--- config.mk ---
export PLATFORM = sky130hd
export DESIGN_NAME = cpu_top
export DESIGN_NICKNAME = d
export VERILOG_FILES = /design/src/rtl/cpu_pkg.sv /design/src/rtl/cpu_alu.sv /design/src/rtl/cpu_top.sv
export SDC_FILE = /design/constraint.sdc
export NUM_CORES = 1
export LEC_CHECK = 0
export BUFFER_PORTS_ARGS = -buffer_cell sky130_fd_sc_hd__buf_2
export CELL_PAD_IN_SITES_DETAIL_PLACEMENT = 0
export CELL_PAD_IN_SITES_GLOBAL_PLACEMENT = 1
export CORE_MARGIN = 1.5
export CORE_UTILIZATION = 33
export DETAILED_ROUTE_END_ITERATION = 8
export PLACE_DENSITY_LB_ADDON = 0.1
export SLEW_MARGIN = 10
export SYNTH_ARGS = -nofsm -noshare
export SYNTH_HDL_FRONTEND = slang
export SYNTH_HIERARCHICAL = 1
export SYNTH_SLANG_ARGS = --single-unit
export TNS_END_PERCENT = 100
--- constraint.sdc ---
create_clock -name clk -period 9.2 [get_ports clk]
set_clock_uncertainty 0.15 [all_clocks]
set_input_delay 1.38 -clock clk [delete_from_list [all_inputs] [get_ports clk]]
set_output_delay 1.38 -clock clk [all_outputs]
set_load 0.02 [all_outputs]
--- src/rtl/cpu_pkg.sv ---
// Shared definitions for the accumulator CPU: widths, opcodes, FSM states.
// Macro CPU_MPY_EN enables the signed multiplier (MPY); without it MPY decodes as NOP.
package cpu_pkg;

  localparam int DATA_W_DEF = 16;
  localparam int ADDR_W_DEF = 8;

  localparam logic [7:0] OP_NOP    = 8'h00;
  localparam logic [7:0] OP_STORE  = 8'h01;
  localparam logic [7:0] OP_LOAD   = 8'h02;
  localparam logic [7:0] OP_ADD    = 8'h03;
  localparam logic [7:0] OP_SUB    = 8'h04;
  localparam logic [7:0] OP_JMPGEZ = 8'h05;
  localparam logic [7:0] OP_JMP    = 8'h06;
  localparam logic [7:0] OP_HALT   = 8'h07;
  localparam logic [7:0] OP_MPY    = 8'h08;
  localparam logic [7:0] OP_AND    = 8'h0A;
  localparam logic [7:0] OP_OR     = 8'h0B;
  localparam logic [7:0] OP_NOT    = 8'h0C;
  localparam logic [7:0] OP_SHIFTR = 8'h0D;
  localparam logic [7:0] OP_SHIFTL = 8'h0E;

  typedef enum logic [2:0] {
    S_FETCH,
    S_DECODE,
    S_EXEC,
    S_WB,
    S_HALT
  } state_e;

  // Opcodes that read M[X] and therefore need the extra write-back cycle.
  function automatic logic needsOperand(input logic [7:0] op);
    case (op)
      OP_LOAD, OP_ADD, OP_SUB, OP_AND, OP_OR, OP_NOT: needsOperand = 1'b1;
`ifdef CPU_MPY_EN
      OP_MPY: needsOperand = 1'b1;
`endif
      default: needsOperand = 1'b0;
    endcase
  endfunction

endpackage

--- src/rtl/cpu_alu.sv ---
// Combinational datapath: computes the new accumulator and MR for one opcode.
// Macro CPU_MPY_EN adds the signed multiplier; otherwise MR passes through unchanged.
module cpu_alu
  import cpu_pkg::*;
#(
  parameter int DATA_W = DATA_W_DEF
) (
  input  logic [DATA_W-1:0] acc_i,
  input  logic [DATA_W-1:0] operand_i,
  input  logic [7:0]        opcode_i,
  input  logic [3:0]        shamt_i,
  input  logic [DATA_W-1:0] mr_i,
  output logic [DATA_W-1:0] result_o,
  output logic [DATA_W-1:0] mr_o
);

`ifdef CPU_MPY_EN
  logic signed [2*DATA_W-1:0] accExt;
  logic signed [2*DATA_W-1:0] operandExt;
  logic signed [2*DATA_W-1:0] product;

  // Both factors are sign-extended so the full-width product is exact.
  assign accExt     = {{DATA_W{acc_i[DATA_W-1]}}, acc_i};
  assign operandExt = {{DATA_W{operand_i[DATA_W-1]}}, operand_i};
  assign product    = accExt * operandExt;
`endif

  always_comb begin
    result_o = acc_i;
    mr_o     = mr_i;
    case (opcode_i)
      OP_LOAD:   result_o = operand_i;
      OP_ADD:    result_o = acc_i + operand_i;
      OP_SUB:    result_o = acc_i - operand_i;
      OP_AND:    result_o = acc_i & operand_i;
      OP_OR:     result_o = acc_i | operand_i;
      OP_NOT:    result_o = ~operand_i;
      OP_SHIFTR: result_o = acc_i >> shamt_i;
      OP_SHIFTL: result_o = acc_i << shamt_i;
`ifdef CPU_MPY_EN
      OP_MPY: begin
        result_o = product[DATA_W-1:0];
        mr_o     = product[2*DATA_W-1:DATA_W];
      end
`endif
      default: ;
    endcase
  end

endmodule

--- src/rtl/cpu_top.sv ---
// Accumulator CPU: FETCH/DECODE/EXEC/WB sequencer against a 1-cycle-latency memory.
// Macro CPU_MPY_EN enables MPY (see cpu_alu); the default build treats opcode 08 as NOP.
module cpu_top
  import cpu_pkg::*;
#(
  parameter int DATA_W = DATA_W_DEF,
  parameter int ADDR_W = ADDR_W_DEF
) (
  input  logic              clk,
  input  logic              rst_n,
  input  logic [DATA_W-1:0] data_in,
  output logic [ADDR_W-1:0] address,
  output logic [DATA_W-1:0] data_out,
  output logic              wea
);

  state_e            state_q;
  logic [ADDR_W-1:0] pc_q;
  logic [ADDR_W-1:0] addr_q;
  logic [DATA_W-1:0] ir_q;
  logic [DATA_W-1:0] acc_q;
  logic [DATA_W-1:0] mr_q;
  logic              wea_q;

  logic [7:0]        opcode;
  logic [ADDR_W-1:0] pc_d;
  logic [DATA_W-1:0] aluResult;
  logic [DATA_W-1:0] aluMr;

  assign opcode   = ir_q[15:8];
  assign address  = addr_q;
  assign data_out = acc_q;
  assign wea      = wea_q;

  cpu_alu #(.DATA_W(DATA_W)) u_alu (
    .acc_i    (acc_q),
    .operand_i(data_in),
    .opcode_i (opcode),
    .shamt_i  (ir_q[3:0]),
    .mr_i     (mr_q),
    .result_o (aluResult),
    .mr_o     (aluMr)
  );

  // PC after EXEC: pc_q already points past the current instruction.
  always_comb begin
    pc_d = pc_q;
    if (opcode == OP_JMP || (opcode == OP_JMPGEZ && !acc_q[DATA_W-1])) begin
      pc_d = ADDR_W'(ir_q[7:0]);
    end
  end

  // Address and wea are registered one state ahead so they are glitch-free outputs.
  always_ff @(posedge clk or negedge rst_n) begin
    if (!rst_n) begin
      state_q <= S_FETCH;
      pc_q    <= '0;
      addr_q  <= '0;
      ir_q    <= '0;
      acc_q   <= '0;
      mr_q    <= '0;
      wea_q   <= 1'b0;
    end else begin
      case (state_q)
        S_FETCH: state_q <= S_DECODE;
        S_DECODE: begin
          ir_q    <= data_in;
          pc_q    <= pc_q + 1'b1;
          addr_q  <= ADDR_W'(data_in[7:0]);
          wea_q   <= (data_in[15:8] == OP_STORE);
          state_q <= S_EXEC;
        end
        S_EXEC: begin
          wea_q <= 1'b0;
          if (opcode == OP_HALT) begin
            state_q <= S_HALT;
          end else if (needsOperand(opcode)) begin
            state_q <= S_WB;
          end else begin
            state_q <= S_FETCH;
            pc_q    <= pc_d;
            addr_q  <= pc_d;
            if (opcode == OP_SHIFTR || opcode == OP_SHIFTL) begin
              acc_q <= aluResult;
            end
          end
        end
        S_WB: begin
          acc_q   <= aluResult;
          mr_q    <= aluMr;
          addr_q  <= pc_q;
          state_q <= S_FETCH;
        end
        S_HALT: ;
        default: state_q <= S_FETCH;
      endcase
    end
  end

endmodule

== Word-level counts from Yosys, hierarchy flattened ==
Index checks and enable logic that the tools add are counted.
Widths: inputs -> output; s select.
Storage, ports and cells
  word-level logic and storage cells: 62
  input bits: 18
  output and inout bits: 25
  bits in registers: 52
Operators by class
  add/subtract/negate cells: 3
  shift operators: 2
  reductions and logical operators: 12
  bitwise gates (word level): 3
  muxes and demuxes: 17
  equality and inequality tests: 19
Operators with widths (number)
  $pmux 16 s8: 1
  $mux 16: 3
  $eq 8x4->1 const B: 5
  $eq 8x3->1 const B: 4
  $pmux 16 s2: 1
  $mux 8: 3
  $pmux 8 s3: 1
  $add 16x16->16: 1
  $and 16x16->16: 1
  $eq 8x2->1 const B: 2
  $not 16->16: 1
  $or 16x16->16: 1
  $pmux 8 s2: 1
  $shl 16x4->16: 1
  $shr 16x4->16: 1
  $sub 16x16->16: 1
  $pmux 3 s4: 1
  $add 8x1->8 const B: 1
  $eq 8x1->1 const B: 1
  $eq 3x2->1 const B: 2
  $ne 2x2->1 const B: 3
  $reduce_and 3->1: 2
  $reduce_or 6->1: 1
  $reduce_and 4->1: 1
  12 further kinds: 16

== Logic depth before layout (Yosys ltp) ==
  depth after elaboration: 8
  mapped depth: 16
  depth with buffers taken out: 15

== Hierarchy ==
The synthesis kept the hierarchy.
By module, submodules not included
  cpu_alu: area an instance 3474.6 sq um, cells each 509, seq. area each 0.0 sq um, times used 1
  cpu_top: area an instance 3027.9 sq um, cells each 265, seq. area each 1701.6 sq um, times used 1

== Worst setup path after synthesis ==
OpenSTA, ideal clock, no wires.
  kind: input -> register
  start point: in data_in[5]
  end point: reg acc_q[13] (netlist: data_out[13])
  library setup time: 0.125 ns
  required time: 8.925 ns
  buffers on the path: 1
  slack: 4.899 ns
  data arrival time: 4.025 ns
  stages on the path: 13
  cells stage by stage: or3_1 or2_2 o31ai_1 xor2_1 ha_1 clkbuf_1 a21oi_1 o21ai_0 a22o_1 a31oi_1 mux2i_1 o22ai_1 mux2_4
Between the ends
  longest elaborated chain between the ends: 6
  elaborated cells between the ends (all ways): 7
  classes of those cells: add/sub (2); mux (5)
RTL lines
  start, declared: RTL line cpu_top.sv:11  | input logic [DATA_W-1:0] data_in,
  $sub 16x16->16 or $add 16x16->16 (tied branches): RTL line cpu_alu.sv:34, cpu_alu.sv:33
  $pmux 16 s8 *: RTL line cpu_alu.sv:31  | case (opcode_i)
  named net aluResult[13]: RTL line cpu_top.sv:27  | logic [DATA_W-1:0] aluResult;
  $mux 16: RTL line cpu_top.sv:83  | if (opcode == OP_SHIFTR || opcode == OP_SHIFTL) begin
  $mux 16: RTL line cpu_top.sv:77  | end else if (needsOperand(opcode)) begin
  $mux 16: RTL line cpu_top.sv:75  | if (opcode == OP_HALT) begin
  $pmux 16 s2 *: RTL line cpu_top.sv:64  | case (state_q)
  end signal, assigned: RTL line cpu_top.sv:84  | acc_q <= aluResult;
  end signal, assigned: RTL line cpu_top.sv:89  | acc_q <= aluResult;
  end, declared: RTL line cpu_top.sv:21  | logic [DATA_W-1:0] acc_q;
The timed path passes the listed nets; every way through them passes the cells marked *. The select of a mux whose other input is x is not followed.
A chain may end at the register's enable or synchronous reset.

== Worst setup path in the final report ==
  start point: in data_in[2]
  end point: reg acc_q[14] (netlist: data_out[14])
Same word-level chain as after synthesis.

==> impl_metrics.csv <==
group,metric,value,unit
outcome,status,"finished, final reports clean",
critical_path,cpPeakStageDelay,0.65,ns
routing,drc,0,
yosys,synth_nets,762,
critical_path,cp-end-kind,"flip-flop",
sta,slew_viol_final,0,
critical_path,path_cells,"buf_2, nor3_1, nor3b_1, a21oi_1, xnor2_1, ha_1, a21oi_1, o21ai_0, a31oi_1, nand3_1, xnor2_1, o22ai_1, mux2_4",
final_layout,n_fill_cell,1797,
place,numPortBuffers,42,
yosys,ys_warn_count,6,
final_layout,drive_above_1_share,15.42,%
final_layout,nets,770,
global_routing,grt_pass1_vias,5632,
final_layout,final_area,6295,sq um
critical_path,start_kind,"input pin",
final_layout,area.growth.synth_to_final,8.661,%
pwr,p_comb_share,65.4,%
place,hpwl,16.23,mm
floorplan,core-area,17240,sq um
hold_path,hp-class,"reg2reg",
pwr,internal-power,958.1,uW
clock_network,cts_root_buffer,"clkbuf_16",
place,placed_area,6150,sq um
run,drv_cap,0,
yosys,synthCells,724,
global_routing,grt_max_degree,53,
critical_path,r2r_slack,4.60,ns
global_routing,grt_pass1_wl,34.31,mm
sta,tightest_slew,0.8916,ns
pwr,power.leakage,2.680,nW
global_routing,overflow,0,
sta,finalHoldViolCount,0,
clock_network,cts_hold_buf,0,
floorplan,rows,48,
floorplan,die_w,135.5,um
sta,slew_headroom,40.43,%
routing,drtAntennaViolNets,0,
sta,min_period_over_period,51.35,%
routing,avgViaCountPerCell,6.183,
floorplan,die_h,135.5,um
pwr,p_seq_share,25.1,%
critical_path,arrival,4.77,ns
clock_network,cts_resized,0,
sta,period_needed,4.724,ns
pwr,clkPwrFrac,9.5,%
sta,max_freq,0.2117,GHz
clock_network,cts.sinks,52,
final_layout,antenna_cells,0,
floorplan,die-area,18360,sq um
routing,routed_wl,22.59,mm
pwr,p_per_area,333.5,nW/um^2
global_routing,antenna_found_initial,0,
clock_network,clk_latency,0.31,ns
pwr,p_sw_share,54.37,%
routing,avgRoutedWirePerCell,23.58,um
sta,setup_viol,0,
clock_network,path_clk_slew,0.08,ns
floorplan,ioPinCount,43,
final_layout,fin_util,36.52,%
place,gp_congestion,0.8980,
critical_path,path_max_fanout,7,
critical_path,path_class,"in2reg",
floorplan,start_util,33.61,%
global_routing,grtUsageTotal,24.81,%
sta,setup_tns,0,ns
pwr,switchingPower,1.142,mW
final_layout,fin_cells,958,
routing,drtPass1Iterations,4,
clock_network,numCtsBuffers,5,
pwr,max-vdd-ir-drop,0.0001494,V
clock_network,post_cts_buffers,0,
clock_network,cts_tree,"built",
clock_network,ctsLongestPathBuffers,2,
clock_network,htreeDepth,2,
critical_path,worstPathRequired,9.24,ns
routing,drt-initial-drc-count,438,
yosys,synth_area,5793,sq um
place,dp.cells,950,
critical_path,slowest_stage,"nor3b_1",
sta,rsz0062_at_grt,"no",
yosys,syn_avg_cell_area,8.001,sq um
pwr,totalPowerFinal,2.100,mW
routing,via_count,5923,
[final cells by class]
cell class	count	area (sq um)	share of cell area (%)
clock inverter	2	16.27	0.2584
inverter	24	90.09	1.431
clock buffer	6	128.9	2.047
sequential	52	1303	20.69
multi-input combinational	598	4198	66.69
timing repair buffer	51	277.8	4.413
tap	225	281.5	4.472
[layer usage]
layer  vias up  global-route usage (%)  part of all wire (%)
met3        32                   3.891                   7.3
met5         -                       0                     0
met2       266                   36.93                    44
met4         0                   7.646                   2.3
li1       2703                       -                     -
met1      2922                   36.59                    47
[flip-flops by register name, summed over array words and instances (netlist names)]
| name | count |
|---|---|
| data_out | 16 |
| address | 8 |
| pc_q | 8 |
| wea | 1 |
| ir_q | 16 |
| state_q | 3 |
[stage by stage]
step / setup slack, ns / hold slack, ns
after floorplan: 4.899 / 0.3119
after global placement: 4.379 / 0.3299
after detailed placement: 4.333 / 0.3299
after CTS: 4.649 / 0.3496
after global routing: 4.298 / 0.3991
final: 4.476 / 0.3492
[cells in the final DEF, fill, tap and decap left out, types with 10 or more instances in the layout]
master	instances
a21oi_1	54
mux2i_1	37
xor2_1	10
nand2b_1	12
nor2_1	69
a211oi_1	14
mux2_2	13
o22ai_1	15
nor3_1	20
dfrtp_1	51
nor2b_1	10
xnor2_1	18
buf_2	42
ha_1	19
mux4_2	14
o21ai_0	42
mux2_4	10
inv_1	24
nand2_1	82
o211ai_1	12
nand3_1	19
[worst max-delay path: cells and delay by family]
family,cells,cell delay [ns]
multiplexers,1,0.28
buffers and inverters,1,0.14
adder cells (fa/ha/maj),1,0.39
XOR/XNOR,2,0.32
AND/OR/NAND/NOR,3,1.19
AO/OA/AOI/OAI,5,1.06
[power by group through the flow]
stage	Clock, mW	Combinational, mW	Sequential, mW
final	0.200	1.37	0.527
after global routing	0.214	1.49	0.547
after CTS	0.206	1.35	0.523
after detailed placement	0	1.34	0.529
after global placement	0	1.34	0.525
after floorplan	0	1.00	0.472
[worst paths after layout]
kind / start / end / cells past startpoint
max reg2reg: ir_q[11]$_DFFE_PN0P_ / data_out[13]$_DFFE_PN0P_ / 11
min in group asynchronous: rst_n / address[6]$_DFFE_PN0P_ / 2
max: data_in[2] / data_out[14]$_DFFE_PN0P_ / 13
min reg2reg: address[4]$_DFFE_PN0P_ / address[4]$_DFFE_PN0P_ / 2
min: address[4]$_DFFE_PN0P_ / address[4]$_DFFE_PN0P_ / 2
max in group asynchronous: rst_n / ir_q[1]$_DFFE_PN0P_ / 2
(Power assumes the default switching activity.)
